==> config.mk <==
export PLATFORM = sky130hd
export DESIGN_NAME = cmp_result_monitor
export DESIGN_NICKNAME = d
export VERILOG_FILES = /design/src/rtl/cmp_mon_pkg.sv /design/src/rtl/cmp_debounce.sv /design/src/rtl/cmp_result_monitor.sv
export SDC_FILE = /design/constraint.sdc
export NUM_CORES = 1
export LEC_CHECK = 0
export ABC_AREA = 1
export CORE_UTILIZATION = 53
export CTS_BUF_LIST = sky130_fd_sc_hd__clkbuf_2 sky130_fd_sc_hd__clkbuf_4 sky130_fd_sc_hd__clkbuf_8
export DETAILED_ROUTE_END_ITERATION = 16
export PLACE_DENSITY = 0.81
export SYNTH_ARGS = -nofsm -noshare
export SYNTH_HDL_FRONTEND = slang
export SYNTH_HIERARCHICAL = 1
export SYNTH_SLANG_ARGS = --single-unit
==> constraint.sdc <==
create_clock -name clk -period 2.75 [get_ports clk]
set_input_delay 0.55 -clock clk [delete_from_list [all_inputs] [get_ports clk]]
set_output_delay 0.55 -clock clk [all_outputs]
set_load 0.005 [all_outputs]
==> src/rtl/cmp_mon_pkg.sv <==
// rtl/cmp_mon_pkg.sv - relation encodings and debounce limits shared by the comparator result monitor
package cmp_mon_pkg;

  // Committed relation encoding, bit order {gt,eq,lt}
  typedef enum logic [2:0] {
    ST_NONE  = 3'b000,
    ST_LT    = 3'b001,
    ST_EQ    = 3'b010,
    ST_GT    = 3'b100,
    ST_FAULT = 3'b111
  } rel_e;

  localparam int DEBOUNCE_MIN = 1;
  localparam int DEBOUNCE_MAX = 15;
  // Run counter wide enough to hold DEBOUNCE_MAX
  localparam int RUN_W = 4;

  // True for the three one-hot patterns a healthy comparator can produce
  function automatic logic is_relation(input logic [2:0] s);
    return (s == ST_LT) || (s == ST_EQ) || (s == ST_GT);
  endfunction

endpackage

==> src/rtl/cmp_debounce.sv <==
// rtl/cmp_debounce.sv - candidate register and run counter producing a debounced commit strobe
module cmp_debounce
  import cmp_mon_pkg::*;
#(
  parameter int DEBOUNCE = 3
) (
  input  logic       clk,
  input  logic       rst,
  input  logic       sample_valid,
  input  logic [2:0] sample,
  input  logic       clear,
  input  logic [2:0] mon_state,
  output logic       commit,
  output logic [2:0] commit_rel
);

  localparam logic [RUN_W-1:0] RUN_MAX = RUN_W'(DEBOUNCE);
  localparam logic [RUN_W-1:0] RUN_ONE = RUN_W'(1);

  logic [2:0]       cand;
  logic [RUN_W-1:0] run;
  logic [2:0]       cand_next;
  logic [RUN_W-1:0] run_next;

  // Next candidate/run: same relation extends the run (saturating), a new one restarts it
  always_comb begin
    cand_next = cand;
    run_next  = run;
    if (sample_valid) begin
      if (sample == cand) begin
        run_next = (run == RUN_MAX) ? run : run + RUN_ONE;
      end else begin
        cand_next = sample;
        run_next  = RUN_ONE;
      end
    end
  end

  // Commit fires on the accepting edge; a relation already committed never re-fires
  assign commit     = sample_valid && (run_next == RUN_MAX) && (cand_next != mon_state);
  assign commit_rel = cand_next;

  // Candidate and run counter; clear is used when a fault forces a fresh start
  always_ff @(posedge clk) begin
    if (rst || clear) begin
      cand <= ST_NONE;
      run  <= '0;
    end else begin
      cand <= cand_next;
      run  <= run_next;
    end
  end

endmodule

==> src/rtl/cmp_result_monitor.sv <==
// rtl/cmp_result_monitor.sv - debounced comparator relation monitor with one-entry event buffer (optional CMP_MON_FAULT_EN)
module cmp_result_monitor
  import cmp_mon_pkg::*;
#(
  parameter int DEBOUNCE = 3,
  parameter int CNT_W    = 8
) (
  input  logic             clk,
  input  logic             rst,
  input  logic             in_valid,
  input  logic             lt,
  input  logic             eq,
  input  logic             gt,
  output logic [2:0]       mon_state,
  output logic             evt_valid,
  input  logic             evt_ready,
  output logic [2:0]       evt_from,
  output logic [2:0]       evt_to,
  output logic [CNT_W-1:0] evt_cnt,
  output logic             evt_ovf
);

  logic [2:0] sample;
  logic       rel_ok;
  logic       fault_hit;
  logic       commit;
  logic [2:0] commit_rel;
  logic       new_evt;
  logic [2:0] new_to;

  assign sample = {gt, eq, lt};
  assign rel_ok = is_relation(sample);

`ifdef CMP_MON_FAULT_EN
  // Any non one-hot sample is an immediate fault, no debounce
  assign fault_hit = in_valid && !rel_ok;
`else
  // Invalid samples are treated exactly like idle cycles
  assign fault_hit = 1'b0;
`endif

  cmp_debounce #(
    .DEBOUNCE (DEBOUNCE)
  ) u_debounce (
    .clk          (clk),
    .rst          (rst),
    .sample_valid (in_valid && rel_ok),
    .sample       (sample),
    .clear        (fault_hit),
    .mon_state    (mon_state),
    .commit       (commit),
    .commit_rel   (commit_rel)
  );

  assign new_evt = fault_hit ? (mon_state != ST_FAULT) : commit;
  assign new_to  = fault_hit ? ST_FAULT : commit_rel;

  // Committed state, saturating counter, and the one-deep event buffer with sticky overflow
  always_ff @(posedge clk) begin
    if (rst) begin
      mon_state <= ST_NONE;
      evt_valid <= 1'b0;
      evt_from  <= ST_NONE;
      evt_to    <= ST_NONE;
      evt_cnt   <= '0;
      evt_ovf   <= 1'b0;
    end else if (new_evt) begin
      mon_state <= new_to;
      if (evt_cnt != {CNT_W{1'b1}}) begin
        evt_cnt <= evt_cnt + 1'b1;
      end
      if (!evt_valid || evt_ready) begin
        evt_valid <= 1'b1;
        evt_from  <= mon_state;
        evt_to    <= new_to;
      end else begin
        evt_ovf <= 1'b1;
      end
    end else if (evt_valid && evt_ready) begin
      evt_valid <= 1'b0;
    end
  end

endmodule

==> results by group <==
Drt
  – DRC violations left: 0
  – Vias: 1403
  – DR WL/cell: 10.2 um
  – Vias per inst: 4.91
  – Initial DRC Count: 34
  – Antenna Nets Post-Route: 0
  – Initial DRT Pass Iterations: 4
  – Post-Route WL: 2910 um

Placed design
  – Post-Place Cell Area: 0.00178 mm^2
  – Final Wtd Congestion: 0.782
  – Post-DP HPWL: 2200 um
  – Count of input and output buffers: 25

STA
  – Final setup viols: 0
  – Worst hold margin: 492 ps
  – Skew final: 9.59 ps
  – Pins over their slew limit: 0
  – Fin. Hold Viols: 0
  – Final min period: 2520 ps
  – Max Freq: 397 MHz
  – RSZ-0062 raised after global routing: false
  – Final Cycle Share: 91.6%

Final layout
  – Register area: 520 um^2
  – Syn-to-layout area delta: 30.0%
  – Net count, final: 266
  – Share of cells above drive strength 1: 13.3%
  – Area of the multi-input gates: 734 um^2
  – Final instance area: 0.00183 mm^2
  – Filler instances: 209
  – Most frequent cells in the layout: 54 x nand2_1, 33 x nor2_1, 30 x inv_1
  – Most common cell after layout, fill and taps aside: nand2_1
  – Ant diodes: 0

Logic synthesis
  – Cell count after synthesis: 215
  – Register area share after synthesis: 36.9%
  – Yosys warns: 6
  – Synth top area share: 36.9%
  – Ranking of synthesized cells by area: dfxtp_1 37%, nand2_1 14%, nor2_1 8.8%, inv_1 8.0%, nand3_1 6.7%
  – Avg Inst Size Synth: 6.55 um^2
  – Area leader, netlist: dfxtp_1
  – Synth Net Count: 224
  – Netlist cell types: 25
  – Syn Std Cell Area: 0.00141 mm^2
  – #FFs+latches synth: 26

Critical path
  – Worst-path maximum fanout: 15
  – Worst EP arrival: 2770 ps
  – Worst R2R End: evt_cnt[6]
  – Critical path startpoint: eq
  – CP startpoint kind: primary input
  – Critical Path End: evt_cnt[6]
  – Reg-to-Reg Start: u_debounce/run[0]
  – Reg2Reg Setup Slack: 760 ps
  – CP Class: in -> reg
  – R2R cell count: 15
  – Worst Setup End Kind: register
  – Worst EP required: 3010 ps

Hold path
  – Hold crit path type: reg -> reg

Clocking
  – TritonCTS Buffers: 3
  – CTS root buffer: clkbuf_4
  – TritonCTS clock tree: built
  – Resized cells post-CTS: 0
  – Clk_lat worst skew: 320 ps
  – Cts hold-fix bufs: 0
  – Setup bufs post-CTS: 0
  – Clock Sink Count: 26
  – Clock Path Buffers: 2
  – Depth of the CTS H-tree: 1
  – Clk slew on worst S/H paths: 150 ps

Power and ir drop
  – LEAKAGE: 0.835 nW
  – Pwr dens: 387 mW/mm^2
  – Peak VDD IR: 337 uV

Floorplan
  – Row count: 18
  – Io pins: 26
  – Die Height: 53.6 um
  – Die area: 0.00287 mm^2
  – DIE WIDTH: 53.6 um
  – Core ar.: 0.00250 mm^2
  – Starting density of the core: 56.4%

Global route
  – Pin count of the biggest net entering global routing: 16
  – Total track usage: 22.4%
  – First-pass GRT wire length: 4730 um
  – Initial antenna violation count: 0
  – Vias in the first global route: 1209
  – Overflow after GRT: 0

Job
  – Number of max-cap violations: 0

Status
  – Status: finished, final reports clean
## cells in the mapped netlist, drive strengths merged
master,n
nand4,1
ha,2
nand3b,1
a21oi,15
a21o,1
conb,1
nand2,61
nor2,37
buf,2
o21a,1
nand3,19
o21bai,1
or2,1
xor2,1
inv,33
o21ai,11
dfxtp,26
clkbuf,1
## kinds of logic (layout without fill, tap and decap cells)
family / after synthesis / count (layout) / share of synthesized area, %
other: 1 / 1 / 0.266
buffers and inverters: 36 / 77 / 10.9
AND/OR/NAND/NOR: 120 / 120 / 38.6
adder cells (fa/ha/maj): 2 / 2 / 1.78
flip-flops: 26 / 26 / 36.9
XOR/XNOR: 1 / 1 / 0.622
AO/OA/AOI/OAI: 29 / 29 / 10.8
## sequential cells by signal (all words and copies together) (netlist names)
register,count
evt_cnt,8
u_debounce/run,4
evt_from,3
evt_to,3
mon_state,3
u_debounce/cand,3
evt_ovf,1
evt_valid,1
## report_power, final
| part | total (mW) | internal [mW] | switching, mW | leakage (nW) |
|---|---|---|---|---|
| registers | 0.381 | 0.379 | 0.00179 | 0.210 |
| clock network | 0.263 | 0.147 | 0.115 | 0.0279 |
| logic | 0.0663 | 0.0306 | 0.0357 | 0.597 |
## per-layer routing
| layer | share of wire, % | wire length (um) | track usage [%] | vias to the layer above |
|---|---|---|---|---|
| li1 | - | - | - | 753 |
| met1 | 46 | 1340 | 26.2 | 619 |
| met2 | 49 | 1410 | 40.4 | 25 |
| met3 | 3.2 | 94 | 3.39 | 6 |
| met4 | 2.1 | 60 | 9.21 | 0 |
| met5 | 0 | 0 | 0 | - |
## critical path: stages
cell	delay (ps)
clkdlybuf4s50_1	500
inv_1	60
o21ai_0	180
a21oi_1	60
buf_4	180
inv_1	90
nand2_2	70
nand2_2	70
nand2_1	60
nand2_1	50
nand3b_1	90
nand3_1	70
nor2_1	110
buf_4	150
buf_4	140
nand3_1	100
nand2_1	70
nand2_1	40
nor2_1	130
## worst min-delay path by stage
stage,start,endpoint,cells past startpoint
finish,evt_ovf,evt_ovf,1
floorplan,evt_ovf,evt_ovf,1
detailed placement,evt_ovf,evt_ovf,1
global placement,evt_ovf,evt_ovf,1
CTS,evt_ovf,evt_ovf,1
global route,evt_ovf,evt_ovf,1
## metrics by stage
stage / utilization [%] / setup TNS (ps) / std cells / worst slack (ps) / power (mW)
floorplan: - / 0 / 215 / 397 / 0.426
global placement: 71.2 / -49.0 / 282 / -21.2 / 0.453
detailed placement: 71.2 / -772 / 282 / -82.3 / 0.454
CTS: 73.3 / 0 / 286 / 230 / 0.716
global route: 73.3 / 0 / 286 / 2.27 / 0.739
finish: 73.3 / 0 / 286 / 231 / 0.710
## layout make-up
cell class,instances,area share (%)
timing repair buffer,40,19.8
multi-input combinational,153,40.1
inverter,33,6.76
sequential,26,28.4
clock buffer,3,1.23
clock inverter,1,1.64
tap,30,2.05
No activity file was read; power rests on OpenSTA's default activity.
